**config.mk**
```make
export PLATFORM = sky130hd
export DESIGN_NAME = rr_grant_arbiter_flat
export DESIGN_NICKNAME = d
export VERILOG_FILES = /design/src/rtl/rr_grant_arbiter_pkg.sv /design/src/rtl/rr_grant_arbiter_if.sv /design/src/rtl/rr_grant_arbiter_find_first1_base.sv /design/src/rtl/rr_grant_arbiter.sv /design/src/flat_wrapper.sv
export SDC_FILE = /design/constraint.sdc
export NUM_CORES = 1
export LEC_CHECK = 0
export ABC_AREA = 1
export CORE_ASPECT_RATIO = 1.2
export CORE_UTILIZATION = 30
export CTS_CLUSTER_SIZE = 12
export DETAILED_ROUTE_END_ITERATION = 10
export PLACE_DENSITY = 0.57
export SLEW_MARGIN = 20
export SYNTH_ARGS = -nofsm -noshare
export SYNTH_HDL_FRONTEND = slang
export SYNTH_HIERARCHICAL = 1
export SYNTH_SLANG_ARGS = --single-unit
```
**constraint.sdc**
```tcl
create_clock -name clock -period 2.5 [get_ports clock]
set_input_delay 0.25 -clock clock [delete_from_list [all_inputs] [get_ports clock]]
set_output_delay 0.25 -clock clock [all_outputs]
set_load 0.02 [all_outputs]
```
**src/rtl/rr_grant_arbiter_pkg.sv**
```systemverilog
// Shared types and helpers for the round-robin grant arbiter.
// Helpers work on a MAX_W-wide vector; callers zero-extend and slice.
package rr_grant_arbiter_pkg;

    localparam int MAX_W     = 64;
    localparam int MAX_IDX_W = 6;

    typedef enum logic {
        IDLE = 1'b0,
        HOLD = 1'b1
    } arb_state_e;

    function automatic logic [MAX_IDX_W-1:0] onehot2bin(
        input logic [MAX_W-1:0] vec
    );
        logic [MAX_IDX_W-1:0] idx;
        idx = '0;
        for (int i = 0; i < MAX_W; i++) begin
            if (vec[i]) begin
                idx = idx | i[MAX_IDX_W-1:0];
            end
        end
        return idx;
    endfunction

    // Rotate left by one within the low w bits; bit w-1 wraps to bit 0.
    function automatic logic [MAX_W-1:0] rotl1(
        input logic [MAX_W-1:0] vec,
        input int               w
    );
        logic [MAX_W-1:0] r;
        r = '0;
        for (int i = 0; i < MAX_W - 1; i++) begin
            if (i + 1 < w) begin
                r[i+1] = vec[i];
            end
        end
        for (int i = 0; i < MAX_W; i++) begin
            if (i == w - 1) begin
                r[0] = vec[i];
            end
        end
        return r;
    endfunction

endpackage

```
**src/rtl/rr_grant_arbiter_if.sv**
```systemverilog
// Request/grant handshake bundle between the arbiter and its consumer.
interface rr_grant_arbiter_if #(
    parameter int WIDTH = 8,
    parameter int IDX_W = (WIDTH > 1) ? $clog2(WIDTH) : 1
);
    logic [WIDTH-1:0] req;
    logic             out_valid;
    logic             out_ready;
    logic [WIDTH-1:0] grant;
    logic [IDX_W-1:0] grant_idx;
    logic [WIDTH-1:0] base_q;

    modport master (
        input  req,
        input  out_ready,
        output out_valid,
        output grant,
        output grant_idx,
        output base_q
    );

    modport slave (
        output req,
        output out_ready,
        input  out_valid,
        input  grant,
        input  grant_idx,
        input  base_q
    );
endinterface

```
**src/rtl/rr_grant_arbiter_find_first1_base.sv**
```systemverilog
// Find-first-one starting at a one-hot base, wrapping past the top bit.
module find_first1_base #(
    parameter int WIDTH = 8
) (
    input  logic [WIDTH-1:0] data_in,
    input  logic [WIDTH-1:0] base,
    output logic [WIDTH-1:0] result
);
    logic [WIDTH-1:0] upper;
    logic [WIDTH-1:0] pick;

    // Bits at or above the base win; otherwise wrap to the lowest set bit.
    always_comb begin
        upper  = data_in & ~(base - WIDTH'(1));
        pick   = (|upper) ? upper : data_in;
        result = pick & (~pick + WIDTH'(1));
    end
endmodule

```
**src/rtl/rr_grant_arbiter.sv**
```systemverilog
// Registered round-robin arbiter with held one-hot grant and valid/ready.
module rr_grant_arbiter
    import rr_grant_arbiter_pkg::*;
#(
    parameter int WIDTH = 8,
    parameter int IDX_W = (WIDTH > 1) ? $clog2(WIDTH) : 1
) (
    input  logic                clock,
    input  logic                reset_n,
    input  logic                flush,
    rr_grant_arbiter_if.master  bus
);
    arb_state_e       state_q;
    arb_state_e       state_d;
    logic [WIDTH-1:0] grant_q;
    logic [WIDTH-1:0] grant_d;
    logic [IDX_W-1:0] idx_q;
    logic [IDX_W-1:0] idx_d;
    logic [WIDTH-1:0] base_r;
    logic [WIDTH-1:0] base_d;

    logic [WIDTH-1:0] arb_req;
    logic [WIDTH-1:0] arb_base;
    logic [WIDTH-1:0] result;
    logic [WIDTH-1:0] base_rot;
    logic [IDX_W-1:0] result_idx;

    logic [MAX_W-1:0]     grant_w;
    logic [MAX_W-1:0]     result_w;
    logic [MAX_W-1:0]     rot_w;
    logic [MAX_IDX_W-1:0] enc_w;

    always_comb begin
        grant_w               = '0;
        grant_w[WIDTH-1:0]    = grant_q;
        result_w              = '0;
        result_w[WIDTH-1:0]   = result;
        rot_w                 = rotl1(grant_w, WIDTH);
        enc_w                 = onehot2bin(result_w);
        base_rot              = rot_w[WIDTH-1:0];
        result_idx            = enc_w[IDX_W-1:0];
    end

    find_first1_base #(
        .WIDTH (WIDTH)
    ) u_ff1 (
        .data_in (arb_req),
        .base    (arb_base),
        .result  (result)
    );

    always_comb begin
        state_d  = state_q;
        grant_d  = grant_q;
        idx_d    = idx_q;
        base_d   = base_r;
        arb_req  = bus.req;
        arb_base = base_r;
        unique case (state_q)
            IDLE: begin
                if (|bus.req) begin
                    grant_d = result;
                    idx_d   = result_idx;
                    state_d = HOLD;
                end
            end
            HOLD: begin
                // Winner is masked so it must re-request for a cycle.
                arb_req  = bus.req & ~grant_q;
                arb_base = base_rot;
                if (bus.out_ready) begin
                    base_d = base_rot;
                    if (|arb_req) begin
                        grant_d = result;
                        idx_d   = result_idx;
                    end else begin
                        grant_d = '0;
                        idx_d   = '0;
                        state_d = IDLE;
                    end
                end
            end
            default: begin
                state_d = IDLE;
            end
        endcase
        if (flush) begin
            state_d = IDLE;
            grant_d = '0;
            idx_d   = '0;
            base_d  = base_r;
        end
    end

    always_ff @(posedge clock) begin
        if (!reset_n) begin
            state_q <= IDLE;
            grant_q <= '0;
            idx_q   <= '0;
            base_r  <= WIDTH'(1);
        end else begin
            state_q <= state_d;
            grant_q <= grant_d;
            idx_q   <= idx_d;
            base_r  <= base_d;
        end
    end

    assign bus.out_valid = (state_q == HOLD);
    assign bus.grant     = grant_q;
    assign bus.grant_idx = idx_q;
    assign bus.base_q    = base_r;

    a_grant_shape: assert property (@(posedge clock) disable iff (!reset_n)
        $onehot0(grant_q) && ((grant_q != '0) == (state_q == HOLD)));

    a_base_onehot: assert property (@(posedge clock) disable iff (!reset_n)
        $onehot(base_r));

    a_idx_match: assert property (@(posedge clock) disable iff (!reset_n)
        (state_q == HOLD) ? (grant_q == (WIDTH'(1) << idx_q))
                          : (idx_q == '0));

    a_grant_stable: assert property (@(posedge clock) disable iff (!reset_n)
        (state_q == HOLD) && !bus.out_ready && !flush |=> $stable(grant_q));
endmodule

```
**src/flat_wrapper.sv**
```systemverilog
// flat-port wrapper written by rule: the top's interface ports become plain ports
module rr_grant_arbiter_flat import rr_grant_arbiter_pkg::*;
#(
    parameter int WIDTH = 8,
    parameter int IDX_W = (WIDTH > 1) ? $clog2(WIDTH) : 1
)
  (clock, reset_n, flush, bus_req, bus_out_ready, bus_out_valid, bus_grant, bus_grant_idx, bus_base_q);
  rr_grant_arbiter_if #(.WIDTH(WIDTH), .IDX_W(IDX_W)) bus_i ();
  input  logic clock;
  input  logic reset_n;
  input  logic flush;
  input wire logic [$bits(bus_i.req)-1:0] bus_req;
  input wire logic [$bits(bus_i.out_ready)-1:0] bus_out_ready;
  output wire logic [$bits(bus_i.out_valid)-1:0] bus_out_valid;
  output wire logic [$bits(bus_i.grant)-1:0] bus_grant;
  output wire logic [$bits(bus_i.grant_idx)-1:0] bus_grant_idx;
  output wire logic [$bits(bus_i.base_q)-1:0] bus_base_q;
  assign bus_i.req = bus_req;
  assign bus_i.out_ready = bus_out_ready;
  assign bus_out_valid = bus_i.out_valid;
  assign bus_grant = bus_i.grant;
  assign bus_grant_idx = bus_i.grant_idx;
  assign bus_base_q = bus_i.base_q;
  rr_grant_arbiter #(.WIDTH(WIDTH), .IDX_W(IDX_W)) u_core (.clock(clock), .reset_n(reset_n), .flush(flush), .bus(bus_i));
endmodule
```
==> impl_metrics.csv <==
group,metric,value,unit
outcome,outcome,"finished with violations",
outcome,violations,"setup timing",
critical_path,critPathKind,"reg2reg",
clock_tree,clock_path_buffers,2,
clock_tree,cts_root_buf,"clkbuf_8",
floorplanning,die_w,68.41,um
synthesis,synth-seq-cells,20,
layout,drive_gt1_share,36.79,%
layout,final_util,46.33,%
critical_path,critPathRequiredTime,2.68,ns
route,drc,0,
placed_design,gp_congestion,0.8402,
layout,finalNonFillerCells,359,
clock_tree,htreeDepth,1,
layout,layout_commonest_cell,"nand2_1",
pwr,combPwrFrac,32.6,%
critical_path,cp_max_fo,7,
timing,period_needed,2.518,ns
synthesis,yosysUniqueCellTypes,30,
placed_design,dp.cells,354,
pwr,power.internal,696.9,uW
timing,min_period_over_period,100.7,%
clock_tree,tritoncts,"yes",
timing,setup_viol,3,
placed_design,portBuffers,31,
clock_tree,hold_buffers,0,
global_route,antenna_found_initial,0,
floorplanning,ios,32,
synthesis,postSynthAreaPerCell,6.534,um2
synthesis,syn_nets,256,
timing,hold_viol,0,
route,via_per_inst,4.582,
critical_path,arrival,2.69,ns
synthesis,syn-instance-count,243,
critical_path,end_kind,"flip-flop",
floorplanning,core-area,5010,um2
route,vias,1645,
timing,tightest_slew,0.5665,ns
global_route,grt-ovfl-total,0,
layout,nets,313,
layout,regArea,404.1,um2
route,ant_nets,0,
timing,fmax,397.2,MHz
floorplanning,rows,28,
pwr,power_switching,314.3,uW
global_route,grt_max_degree,20,
floorplanning,die_h,81.70,um
synthesis,yosysSeqAreaShare,25.22,%
layout,multi_input_area,1087,um2
route,drt-pass1-iter-count,4,
pwr,seqPwrFrac,33.6,%
global_route,grt_pass1_vias,1549,
pwr,switching_share,31.08,%
layout,layout_common_cells,"58 x nand2_1, 31 x clkdlybuf4s50_1, 28 x inv_1",
timing,rsz0062_at_grt,"yes",
placed_design,dp_hpwl,3583,um
pwr,clkPwrFrac,33.8,%
global_route,grt_pass1_wl,7155,um
layout,num_antenna_cells,0,
layout,area_growth,46.18,%
worst_hold_path,worstHoldPathType,"reg2reg",
global_route,grt_usage,17.41,%
timing,finalMaxSlewViolations,0,
floorplanning,start_util,31.69,%
route,drtIter0Drc,56,
floorplanning,dieArea,5589,um2
clock_tree,clk_latency,0.27,ns
timing,worst_hold_slack,0.5283,ns
clock_tree,path_clk_slew,0.08,ns
pwr,p_per_area,435.7,nW/um2
timing,skew,0.0007316,ns
pwr,power.leakage,0.0009831,uW
timing,setup_ws,-0.01750,ns
route,drt_wl_total,4391,um
placed_design,pre_cts_slack,-0.1507,ns
critical_path,start_kind,"flip-flop",
pwr,ir_drop,330.2,uV
synthesis,syn_area,1588,um2
layout,fill_cells,497,
synthesis,yosysWarnings,6,
run,drv_cap,0,
clock_tree,cts_sinks,20,
route,routedWlPerCell,12.23,um
timing,slew_headroom,62.19,%
clock_tree,cts_made_buffers,3,
==> through the flow <==
| step | TNS, ns | cell area [um2] | power, uW |
|---|---|---|---|
| 2_1_floorplan | -0.02023 | 1653 | 548.1 |
| 3_3_place_gp | -0.6762 | 2185 | 661.6 |
| 3_5_place_dp | -0.7851 | 2185 | 662.4 |
| 4_1_cts | 0 | 2276 | 1010 |
| 5_1_grt | -1.364 | 2321 | 1063 |
| 6_report | -0.02025 | 2321 | 1011 |
==> final timing paths <==
path,cells past startpoint,from,to,slack (ns)
max,21,u_core/bus.out_valid,u_core/bus.grant_idx[2],-0.02
min,4,u_core/bus.grant_idx[0],u_core/bus.grant_idx[0],0.53
max reg2reg,21,u_core/bus.out_valid,u_core/bus.grant_idx[2],-0.02
min reg2reg,4,u_core/bus.grant_idx[0],u_core/bus.grant_idx[0],0.53
==> state kept, by name (all words and copies together), names as in the netlist <==
register	count
u_core/bus.base_q	8
u_core/bus.grant	8
u_core/bus.grant_idx	3
u_core/bus.out_valid	1
==> power by group through the flow <==
stage                     clock network [uW]  registers, uW  logic [uW]
after floorplan                            0            362         186
after global placement                     0            348         314
after detailed placement                   0            348         314
after CTS                                350            341         320
after global routing                     358            342         362
final                                    341            340         330
==> critical path, cell delays in order (launching register included) <==
cell     delay (ns)
dfxtp_4        0.38
mux2_4         0.31
inv_2          0.06
ha_4           0.12
inv_2          0.04
nor2_4         0.10
nor2_1         0.06
nand2_1        0.08
nand2_1        0.07
nor2_2         0.11
nand3_2        0.13
nor2_8         0.21
nand2_2        0.07
nand2_2        0.09
buf_6          0.10
inv_2          0.03
nand3_2        0.06
nor2_2         0.04
nor2_1         0.09
nand3_1        0.09
a21oi_2        0.15
nor2_2         0.04
==> repair_timing <==
| item | in CTS | in global routing |
|---|---|---|
| resized for setup | 4 | 15 |
| pin swaps | 2 | 14 |
| hold endpoints to repair | 0 | 0 |
| endpoints found under the setup margin | 9 | 8 |
| setup buffers | 1 | 0 |
==> area by class of cell <==
class | instances | area share (%)
multi-input combinational | 179 | 46.85
timing repair buffer | 59 | 23.45
sequential | 20 | 17.41
inverter | 37 | 5.984
tap | 60 | 3.234
clock buffer | 3 | 1.779
clock inverter | 1 | 1.294
==> metal layers <==
metal / global-route usage, % / part of all wire (%)
met4: 6.042 / 1.7
met1: 21.75 / 45
met5: 0 / 0
met3: 2.222 / 2.5
met2: 30.00 / 51
==> cells by family (layout without fill, tap and decap cells) <==
kind of cell | count (synthesis) | after routing | synth area share (%)
AO/OA/AOI/OAI | 44 | 44 | 18.05
buffers and inverters | 44 | 100 | 12.06
multiplexers | 4 | 4 | 2.837
AND/OR/NAND/NOR | 130 | 130 | 41.06
adder cells (fa/ha/maj) | 1 | 1 | 0.7879
flip-flops | 20 | 20 | 25.22
==> cell usage after synthesis, drive strengths merged <==
cell type,instances,area share [%]
buf,6,3.1
nand2b,1,0.39
inv,37,8.7
a21oi,23,9.6
o211ai,1,0.47
nand3,16,6.3
nand2,71,19
mux2,4,2.8
o21a,1,0.47
a21boi,5,2.8
nor3,1,0.31
nand3b,1,0.47
dfxtp,20,25
nor2,37,13
o21ai,14,4.6
clkbuf,1,0.24
and2,3,1.2
ha,1,0.79
Power figures use the tool's default switching activity.
